==> src/rtl/axis_write_data_pkg.sv <==
// Shared types and helpers for the streaming DMA write-data path.
package axis_pkg;

    typedef enum logic [1:0] {
        IDLE   = 2'd0,
        ACTIVE = 2'd1,
        DRAIN  = 2'd2,
        DONE   = 2'd3
    } state_t;

    function automatic int clog2(input int value);
        int res;
        res = 0;
        for (int i = 0; i < 31; i++) begin
            if ((1 << i) < value) res = i + 1;
        end
        return res;
    endfunction

endpackage

==> src/rtl/axis_write_data_if.sv <==
// Bundles the cfg, stream and AXI W channel signals of the write-data path.
interface axis_write_data_if #(
    parameter int CFG_DWIDTH     = 32,
    parameter int DATA_WIDTH     = 32,
    parameter int AXI_DATA_WIDTH = 256
);
    logic [CFG_DWIDTH-1:0]       cfg_length;
    logic                        cfg_valid;
    logic                        cfg_ready;
    logic [DATA_WIDTH-1:0]       data;
    logic                        valid;
    logic                        ready;
    logic [AXI_DATA_WIDTH-1:0]   axi_wdata;
    logic [AXI_DATA_WIDTH/8-1:0] axi_wstrb;
    logic                        axi_wlast;
    logic                        axi_wvalid;
    logic                        axi_wready;

    modport slave (
        input  cfg_length, cfg_valid, data, valid, axi_wready,
        output cfg_ready, ready, axi_wdata, axi_wstrb, axi_wlast, axi_wvalid
    );

    modport master (
        output cfg_length, cfg_valid, data, valid, axi_wready,
        input  cfg_ready, ready, axi_wdata, axi_wstrb, axi_wlast, axi_wvalid
    );
endinterface

==> src/rtl/axis_write_data_fifo.sv <==
// First-word-fall-through synchronous FIFO; read data reads as zero while empty.
module fifo_simple #(
    parameter int WIDTH  = 289,
    parameter int AWIDTH = 4
) (
    input  logic             clk,
    input  logic             rst,
    input  logic             wr_en,
    input  logic [WIDTH-1:0] wr_data,
    input  logic             rd_en,
    output logic [WIDTH-1:0] rd_data,
    output logic             full,
    output logic             empty
);
    localparam int DEPTH = 1 << AWIDTH;

    logic [WIDTH-1:0]  mem_q [DEPTH];
    logic [AWIDTH-1:0] wr_ptr_q, wr_ptr_d, rd_ptr_q, rd_ptr_d;
    logic [AWIDTH:0]   count_q, count_d;
    logic              do_wr, do_rd;

    assign full    = (count_q == (AWIDTH+1)'(DEPTH));
    assign empty   = (count_q == '0);
    assign do_rd   = rd_en && !empty;
    // A write into a full FIFO is fine when the same cycle frees a slot.
    assign do_wr   = wr_en && (!full || do_rd);
    assign rd_data = empty ? '0 : mem_q[rd_ptr_q];

    always_comb begin
        wr_ptr_d = wr_ptr_q;
        rd_ptr_d = rd_ptr_q;
        count_d  = count_q;
        if (do_wr) wr_ptr_d = wr_ptr_q + AWIDTH'(1);
        if (do_rd) rd_ptr_d = rd_ptr_q + AWIDTH'(1);
        case ({do_wr, do_rd})
            2'b10:   count_d = count_q + (AWIDTH+1)'(1);
            2'b01:   count_d = count_q - (AWIDTH+1)'(1);
            default: count_d = count_q;
        endcase
    end

    always_ff @(posedge clk) begin
        if (rst) begin
            wr_ptr_q <= '0;
            rd_ptr_q <= '0;
            count_q  <= '0;
        end else begin
            wr_ptr_q <= wr_ptr_d;
            rd_ptr_q <= rd_ptr_d;
            count_q  <= count_d;
        end
    end

    always_ff @(posedge clk) begin
        if (do_wr) mem_q[wr_ptr_q] <= wr_data;
    end
endmodule

==> src/rtl/axis_write_data.sv <==
// Packs narrow stream words into AXI write beats, buffers them and drives the W channel.
module axis_write_data
    import axis_pkg::*;
#(
    parameter int BUF_AWIDTH     = 4,
    parameter int CFG_DWIDTH     = 32,
    parameter int WIDTH_RATIO    = 8,
    parameter int AXI_DATA_WIDTH = 256,
    parameter int DATA_WIDTH     = 32,
    parameter int BURST_LEN      = 16
) (
    input  logic             clk,
    input  logic             rst,
    axis_write_data_if.slave bus
);
    localparam int IDX_W  = (clog2(WIDTH_RATIO) > 0) ? clog2(WIDTH_RATIO) : 1;
    localparam int BCNT_W = (clog2(BURST_LEN) > 0) ? clog2(BURST_LEN) : 1;
    localparam int STRB_W = AXI_DATA_WIDTH / 8;
    localparam int BPW    = DATA_WIDTH / 8;
    localparam int FIFO_W = AXI_DATA_WIDTH + STRB_W + 1;
    localparam logic [CFG_DWIDTH-1:0] RATIO_C = CFG_DWIDTH'(WIDTH_RATIO);

    generate
        if (AXI_DATA_WIDTH != WIDTH_RATIO * DATA_WIDTH) begin : g_width_check
            $error("AXI_DATA_WIDTH must equal WIDTH_RATIO*DATA_WIDTH");
        end
    endgenerate

    state_t                                 state_q, state_d;
    logic [CFG_DWIDTH-1:0]                  words_left_q, words_left_d;
    logic [CFG_DWIDTH-1:0]                  beats_left_q, beats_left_d;
    logic [IDX_W-1:0]                       word_idx_q, word_idx_d;
    logic [BCNT_W-1:0]                      burst_cnt_q, burst_cnt_d;
    logic [WIDTH_RATIO-1:0][DATA_WIDTH-1:0] pack_q, pack_d, beat_lanes;
    logic [STRB_W-1:0]                      beat_strb;
    logic                                   beat_last, burst_wrap, last_word;
    logic                                   push, pop, accept, ready_c, cfg_ready_c;
    logic                                   fifo_full, fifo_empty;
    logic [FIFO_W-1:0]                      fifo_rd;

    assign pop        = !fifo_empty && bus.axi_wready;
    assign last_word  = (words_left_q == CFG_DWIDTH'(1));
    assign burst_wrap = (burst_cnt_q == BCNT_W'(BURST_LEN - 1));
    assign beat_last  = last_word || burst_wrap;
    assign accept     = bus.valid && ready_c;
    assign push       = accept && ((word_idx_q == IDX_W'(WIDTH_RATIO - 1)) || last_word);

    // The word being accepted goes straight into the outgoing beat so a
    // completed beat reaches the FIFO in the same cycle.
    always_comb begin
        beat_lanes             = pack_q;
        beat_lanes[word_idx_q] = bus.data;
        beat_strb              = '0;
        for (int i = 0; i < WIDTH_RATIO; i++) begin
            if (IDX_W'(i) <= word_idx_q) beat_strb[i*BPW +: BPW] = '1;
        end
    end

    always_comb begin
        state_d      = state_q;
        words_left_d = words_left_q;
        beats_left_d = beats_left_q;
        word_idx_d   = word_idx_q;
        burst_cnt_d  = burst_cnt_q;
        pack_d       = pack_q;
        cfg_ready_c  = (state_q == IDLE) && !rst;
        ready_c      = (state_q == ACTIVE) && (words_left_q != '0) && (!fifo_full || pop);
        if (pop) beats_left_d = beats_left_q - CFG_DWIDTH'(1);
        case (state_q)
            IDLE: begin
                if (bus.cfg_valid && cfg_ready_c) begin
                    words_left_d = bus.cfg_length;
                    beats_left_d = bus.cfg_length / RATIO_C
                                 + CFG_DWIDTH'((bus.cfg_length % RATIO_C) != '0);
                    word_idx_d   = '0;
                    burst_cnt_d  = '0;
                    pack_d       = '0;
                    state_d      = (bus.cfg_length == '0) ? DONE : ACTIVE;
                end
            end
            ACTIVE: begin
                if (accept) begin
                    words_left_d = words_left_q - CFG_DWIDTH'(1);
                    if (push) begin
                        pack_d      = '0;
                        word_idx_d  = '0;
                        burst_cnt_d = burst_wrap ? '0 : burst_cnt_q + BCNT_W'(1);
                    end else begin
                        pack_d[word_idx_q] = bus.data;
                        word_idx_d         = word_idx_q + IDX_W'(1);
                    end
                    if (last_word) state_d = DRAIN;
                end
            end
            // Look at the post-pop count so the final handshake releases us at once.
            DRAIN:   if (beats_left_d == '0) state_d = DONE;
            DONE:    state_d = IDLE;
            default: state_d = IDLE;
        endcase
    end

    always_ff @(posedge clk) begin
        if (rst) begin
            state_q      <= IDLE;
            words_left_q <= '0;
            beats_left_q <= '0;
            word_idx_q   <= '0;
            burst_cnt_q  <= '0;
            pack_q       <= '0;
        end else begin
            state_q      <= state_d;
            words_left_q <= words_left_d;
            beats_left_q <= beats_left_d;
            word_idx_q   <= word_idx_d;
            burst_cnt_q  <= burst_cnt_d;
            pack_q       <= pack_d;
        end
    end

    fifo_simple #(
        .WIDTH  (FIFO_W),
        .AWIDTH (BUF_AWIDTH)
    ) u_fifo (
        .clk     (clk),
        .rst     (rst),
        .wr_en   (push),
        .wr_data ({beat_last, beat_strb, beat_lanes}),
        .rd_en   (bus.axi_wready),
        .rd_data (fifo_rd),
        .full    (fifo_full),
        .empty   (fifo_empty)
    );

    assign bus.cfg_ready  = cfg_ready_c;
    assign bus.ready      = ready_c;
    assign bus.axi_wvalid = !fifo_empty;
    assign bus.axi_wdata  = fifo_rd[AXI_DATA_WIDTH-1:0];
    assign bus.axi_wstrb  = fifo_rd[AXI_DATA_WIDTH +: STRB_W];
    assign bus.axi_wlast  = fifo_rd[FIFO_W-1];
endmodule

==> src/flat_wrapper.sv <==
// flat-port wrapper written by rule: the top's interface ports become plain ports
module axis_write_data_flat import axis_pkg::*;
#(
    parameter int BUF_AWIDTH     = 4,
    parameter int CFG_DWIDTH     = 32,
    parameter int WIDTH_RATIO    = 8,
    parameter int AXI_DATA_WIDTH = 256,
    parameter int DATA_WIDTH     = 32,
    parameter int BURST_LEN      = 16
)
  (clk, rst, bus_cfg_length, bus_cfg_valid, bus_data, bus_valid, bus_axi_wready, bus_cfg_ready, bus_ready, bus_axi_wdata, bus_axi_wstrb, bus_axi_wlast, bus_axi_wvalid);
  axis_write_data_if #(.CFG_DWIDTH(CFG_DWIDTH), .DATA_WIDTH(DATA_WIDTH), .AXI_DATA_WIDTH(AXI_DATA_WIDTH)) bus_i ();
  input  logic clk;
  input  logic rst;
  input wire logic [$bits(bus_i.cfg_length)-1:0] bus_cfg_length;
  input wire logic [$bits(bus_i.cfg_valid)-1:0] bus_cfg_valid;
  input wire logic [$bits(bus_i.data)-1:0] bus_data;
  input wire logic [$bits(bus_i.valid)-1:0] bus_valid;
  input wire logic [$bits(bus_i.axi_wready)-1:0] bus_axi_wready;
  output wire logic [$bits(bus_i.cfg_ready)-1:0] bus_cfg_ready;
  output wire logic [$bits(bus_i.ready)-1:0] bus_ready;
  output wire logic [$bits(bus_i.axi_wdata)-1:0] bus_axi_wdata;
  output wire logic [$bits(bus_i.axi_wstrb)-1:0] bus_axi_wstrb;
  output wire logic [$bits(bus_i.axi_wlast)-1:0] bus_axi_wlast;
  output wire logic [$bits(bus_i.axi_wvalid)-1:0] bus_axi_wvalid;
  assign bus_i.cfg_length = bus_cfg_length;
  assign bus_i.cfg_valid = bus_cfg_valid;
  assign bus_i.data = bus_data;
  assign bus_i.valid = bus_valid;
  assign bus_i.axi_wready = bus_axi_wready;
  assign bus_cfg_ready = bus_i.cfg_ready;
  assign bus_ready = bus_i.ready;
  assign bus_axi_wdata = bus_i.axi_wdata;
  assign bus_axi_wstrb = bus_i.axi_wstrb;
  assign bus_axi_wlast = bus_i.axi_wlast;
  assign bus_axi_wvalid = bus_i.axi_wvalid;
  axis_write_data #(.BUF_AWIDTH(BUF_AWIDTH), .CFG_DWIDTH(CFG_DWIDTH), .WIDTH_RATIO(WIDTH_RATIO), .AXI_DATA_WIDTH(AXI_DATA_WIDTH), .DATA_WIDTH(DATA_WIDTH), .BURST_LEN(BURST_LEN)) u_core (.clk(clk), .rst(rst), .bus(bus_i));
endmodule
==> config.mk <==
export PLATFORM = sky130hd
export DESIGN_NAME = axis_write_data_flat
export DESIGN_NICKNAME = d
export VERILOG_FILES = /design/src/rtl/axis_write_data_pkg.sv /design/src/rtl/axis_write_data_if.sv /design/src/rtl/axis_write_data_fifo.sv /design/src/rtl/axis_write_data.sv /design/src/flat_wrapper.sv
export SDC_FILE = /design/constraint.sdc
export NUM_CORES = 2
export LEC_CHECK = 0
export CORE_ASPECT_RATIO = 0.5
export CORE_MARGIN = 5
export CORE_UTILIZATION = 47
export DETAILED_ROUTE_END_ITERATION = 10
export PLACE_DENSITY = 0.68
export SLEW_MARGIN = 40
export SYNTH_ARGS = -nofsm -noshare
export SYNTH_HDL_FRONTEND = slang
export SYNTH_MEMORY_MAX_BITS = 65536
export SYNTH_SLANG_ARGS = --single-unit
==> constraint.sdc <==
create_clock -name clk -period 75.1 [get_ports clk]
set_input_delay 18.775 -clock clk [delete_from_list [all_inputs] [get_ports clk]]
set_output_delay 18.775 -clock clk [all_outputs]
set_load 0.01 [all_outputs]
==> key figures <==
Yosys
  • Count leader, synth: edfxtp_1
  • Yosys warnings: 0
  • Syn nets: 8191
  • Area share of the largest cell type after synthesis: 71.6%
  • Asr flop ratio synth: 0%
  • Top post-synthesis cells by area: edfxtp_1, mux4_2, dfxtp_1
  • Yosys reg bits: 4570
  • Netlist cell types: 63
  • EDFF count, synth: 4224
  • Avg Inst Size Synth: 21.9 sq um
  • Register area share after synthesis: 75.6%
  • Synth area leader: edfxtp_1
  • Post-synth top cells: edfxtp_1, mux4_2, nor2_1, dfxtp_1, clkbuf_1
  • Post-Synthesis Cell Area: 177000 sq um
  • Mapped Cells: 8099
  • Top_reg_cell synth: edfxtp_1

Run
  • Max_cap viols: 0

CTS
  • Root buf cell: clkbuf_16
  • Clock insertion delay at the later pin of the skew report: 0.95 ns
  • Total CTS buffers: 401
  • TritonCTS clock tree: built
  • Post-CTS Setup Bufs: 0
  • Post-cts hold buffer count: 0
  • Reg clk slew, reported paths: 0.06 ns
  • CTS Buffer Depth: 4
  • Number of gates resized after cts: 0
  • CTS Sinks: 4570
  • H-tree depth: 5

Drt
  • Top Layer Used: met5
  • DRT antenna net count: 0
  • Vias: 87.6k
  • Metal3 WL: 42400 microns
  • Via density per instance: 6.27
  • Wire length per cell: 32.5 microns
  • Total wire length: 454000 microns
  • TritonRoute pass-1 iters: 6
  • Post-Route M1 WL: 178000 microns
  • DRC violations left: 0
  • Metal2 WL: 221000 microns
  • Drt initial violations: 12.8k

Timing
  • Fin. Hold Viols: 0
  • Max frequency: 0.0253 GHz
  • Least-Margin Pin Slew: 1.07 ns
  • Setup tns final: 0 ns
  • Max Slew Vio Count: 0
  • Layout Skew: 0.0863 ns
  • Finish-stage setup viols: 0
  • Crit path time final: 39.45 ns
  • Unrepaired setup endpoints after global routing: no
  • Slew margin rel.: 28.6%
  • Hold Slack: 0.486 ns
  • Period utilization: 52.5%

Layout
  • Area Growth Syn to Fin: 13.3%
  • Share of the core filled with cells: 53.5%
  • Filler Cell Count: 28.2k
  • Layout cells sized above 1: 27.3%
  • NumNets Final: 8655
  • Post-route cell area: 201000 sq um

Pwr
  • Internal: 3.96 mW
  • Max IR drop VDD: 0.0000217 V
  • Power Total: 5.02 mW
  • Switching Share: 21.2%
  • Logic pwr share: 3.7%
  • Leakage: 63.3 nW
  • Power Density: 25.0 nW/um^2
  • P_sw: 1.06 mW
  • Sequential share of power: 55.2%
  • Clock power share: 41.0%

Placed design
  • Port buffer count: 360
  • Total placed instance area: 187000 sq um
  • Dpl hpwl: 234000 microns
  • Placer Congestion: 0.768

Critical path
  • Worst-path fanout max: 3
  • Worst EP required: 56.33 ns
  • Worst Setup Path Type: in2out
  • Worst EP arrival: 20.67 ns
  • Critical Path Start Type: primary input
  • CP Capture Type: output port

Floorplan
  • Die height: 444 microns
  • Area of the die: 390000 sq um
  • Core Region: 375000 sq um
  • Io pins: 361
  • Row count: 159
  • Initial Util: 47.2%
  • Die width: 878 microns

GRT
  • Total track usage: 22.9%
  • First-pass GRT wire length: 646000 microns
  • Pin count of the biggest net entering global routing: 136
  • Initial antenna violation count: 45
  • Vias in the first global route: 87.8k
  • Overflow after GRT: 0

Min path
  • Worst hold path class: reg2reg

Status
  • Status: complete, no violations
[power by group through the flow]
stage / logic [mW] / registers (mW) / clock network (mW)
after floorplan: 0.106 / 2.83 / 0
after global placement: 0.178 / 2.83 / 0
after detailed placement: 0.183 / 2.83 / 0
after CTS: 0.184 / 2.77 / 2.09
after global routing: 0.195 / 2.77 / 2.20
final: 0.187 / 2.78 / 2.06
[metrics by stage]
step,cells,worst slack [ns]
after floorplan,8099,36.31
after global placement,13122,35.58
after detailed placement,13148,35.59
after CTS,13890,35.58
after global routing,13908,35.64
final,13962,35.65
[cell families after synthesis]
logic type	synth area share, %
buffers and inverters	1.26
AO/OA/AOI/OAI	1.74
AND/OR/NAND/NOR	2.52
XOR/XNOR	0.327
adder cells (fa/ha/maj)	0.167
multiplexers	18.4
flip-flops	75.6
[flip-flops by register name (all words and copies together), names as in the netlist, named ones only]
signal and cells:
u_core.u_fifo.mem_q 4224, u_core.words_left_q 32, u_core.pack_q 256, u_core.u_fifo.wr_ptr_q 4
u_core.beats_left_q 32, u_core.u_fifo.rd_ptr_q 4, u_core.state_q 2, u_core.u_fifo.count_q 5
u_core.burst_cnt_q 4, u_core.word_idx_q 3
[layout make-up]
type                            instances  area [sq um]  share of cell area [%]
Antenna cell                           69           173                  0.0861
Clock inverter                        176          1670                   0.830
Tap cell                             4991          6240                    3.11
Sequential cell                      4570        134000                    66.7
Timing Repair Buffer                  567          6090                    3.04
Inverter                               24          90.1                  0.0449
Clock buffer                          566         11300                    5.63
Multi-Input combinational cell       2999         41300                    20.6
[worst max-delay path, cell delays in order]
cell and delay, ns:
clkdlybuf4s50_1 0.72, nand3b_1 0.23, o211a_1 0.33, clkdlybuf4s50_1 0.60
[layer usage]
metal / GRT usage [%] / up-vias
li1: - / 34879
met1: 32.7 / 47294
met2: 36.8 / 4711
met3: 3.60 / 656
met4: 6.95 / 14
met5: 0 / -
[final timing paths]
check	startpoint	end	slack, ns	cells after the start
hold / removal	u_core.state_q[1]	u_core.state_q[1]	0.49	2
setup / recovery	bus_axi_wready	bus_ready	35.65	4
hold reg to reg	u_core.state_q[1]	u_core.state_q[1]	0.49	2
setup reg to reg	u_core.word_idx_q[1]	u_core.u_fifo.mem_q[0][228]	67.92	11
[placed cells by master, fill, tap and decap left out, drive strengths merged, types with 98 or more instances in the layout]
| cell | n |
|---|---|
| mux2 | 257 |
| clkdlybuf4s50 | 329 |
| dfxtp | 346 |
| edfxtp | 4224 |
| and2 | 271 |
| buf | 238 |
| a22oi | 263 |
| clkinv | 133 |
| nor2 | 359 |
| nand2 | 98 |
| mux4 | 1320 |
| clkbuf | 566 |
(Power assumes the default switching activity.)
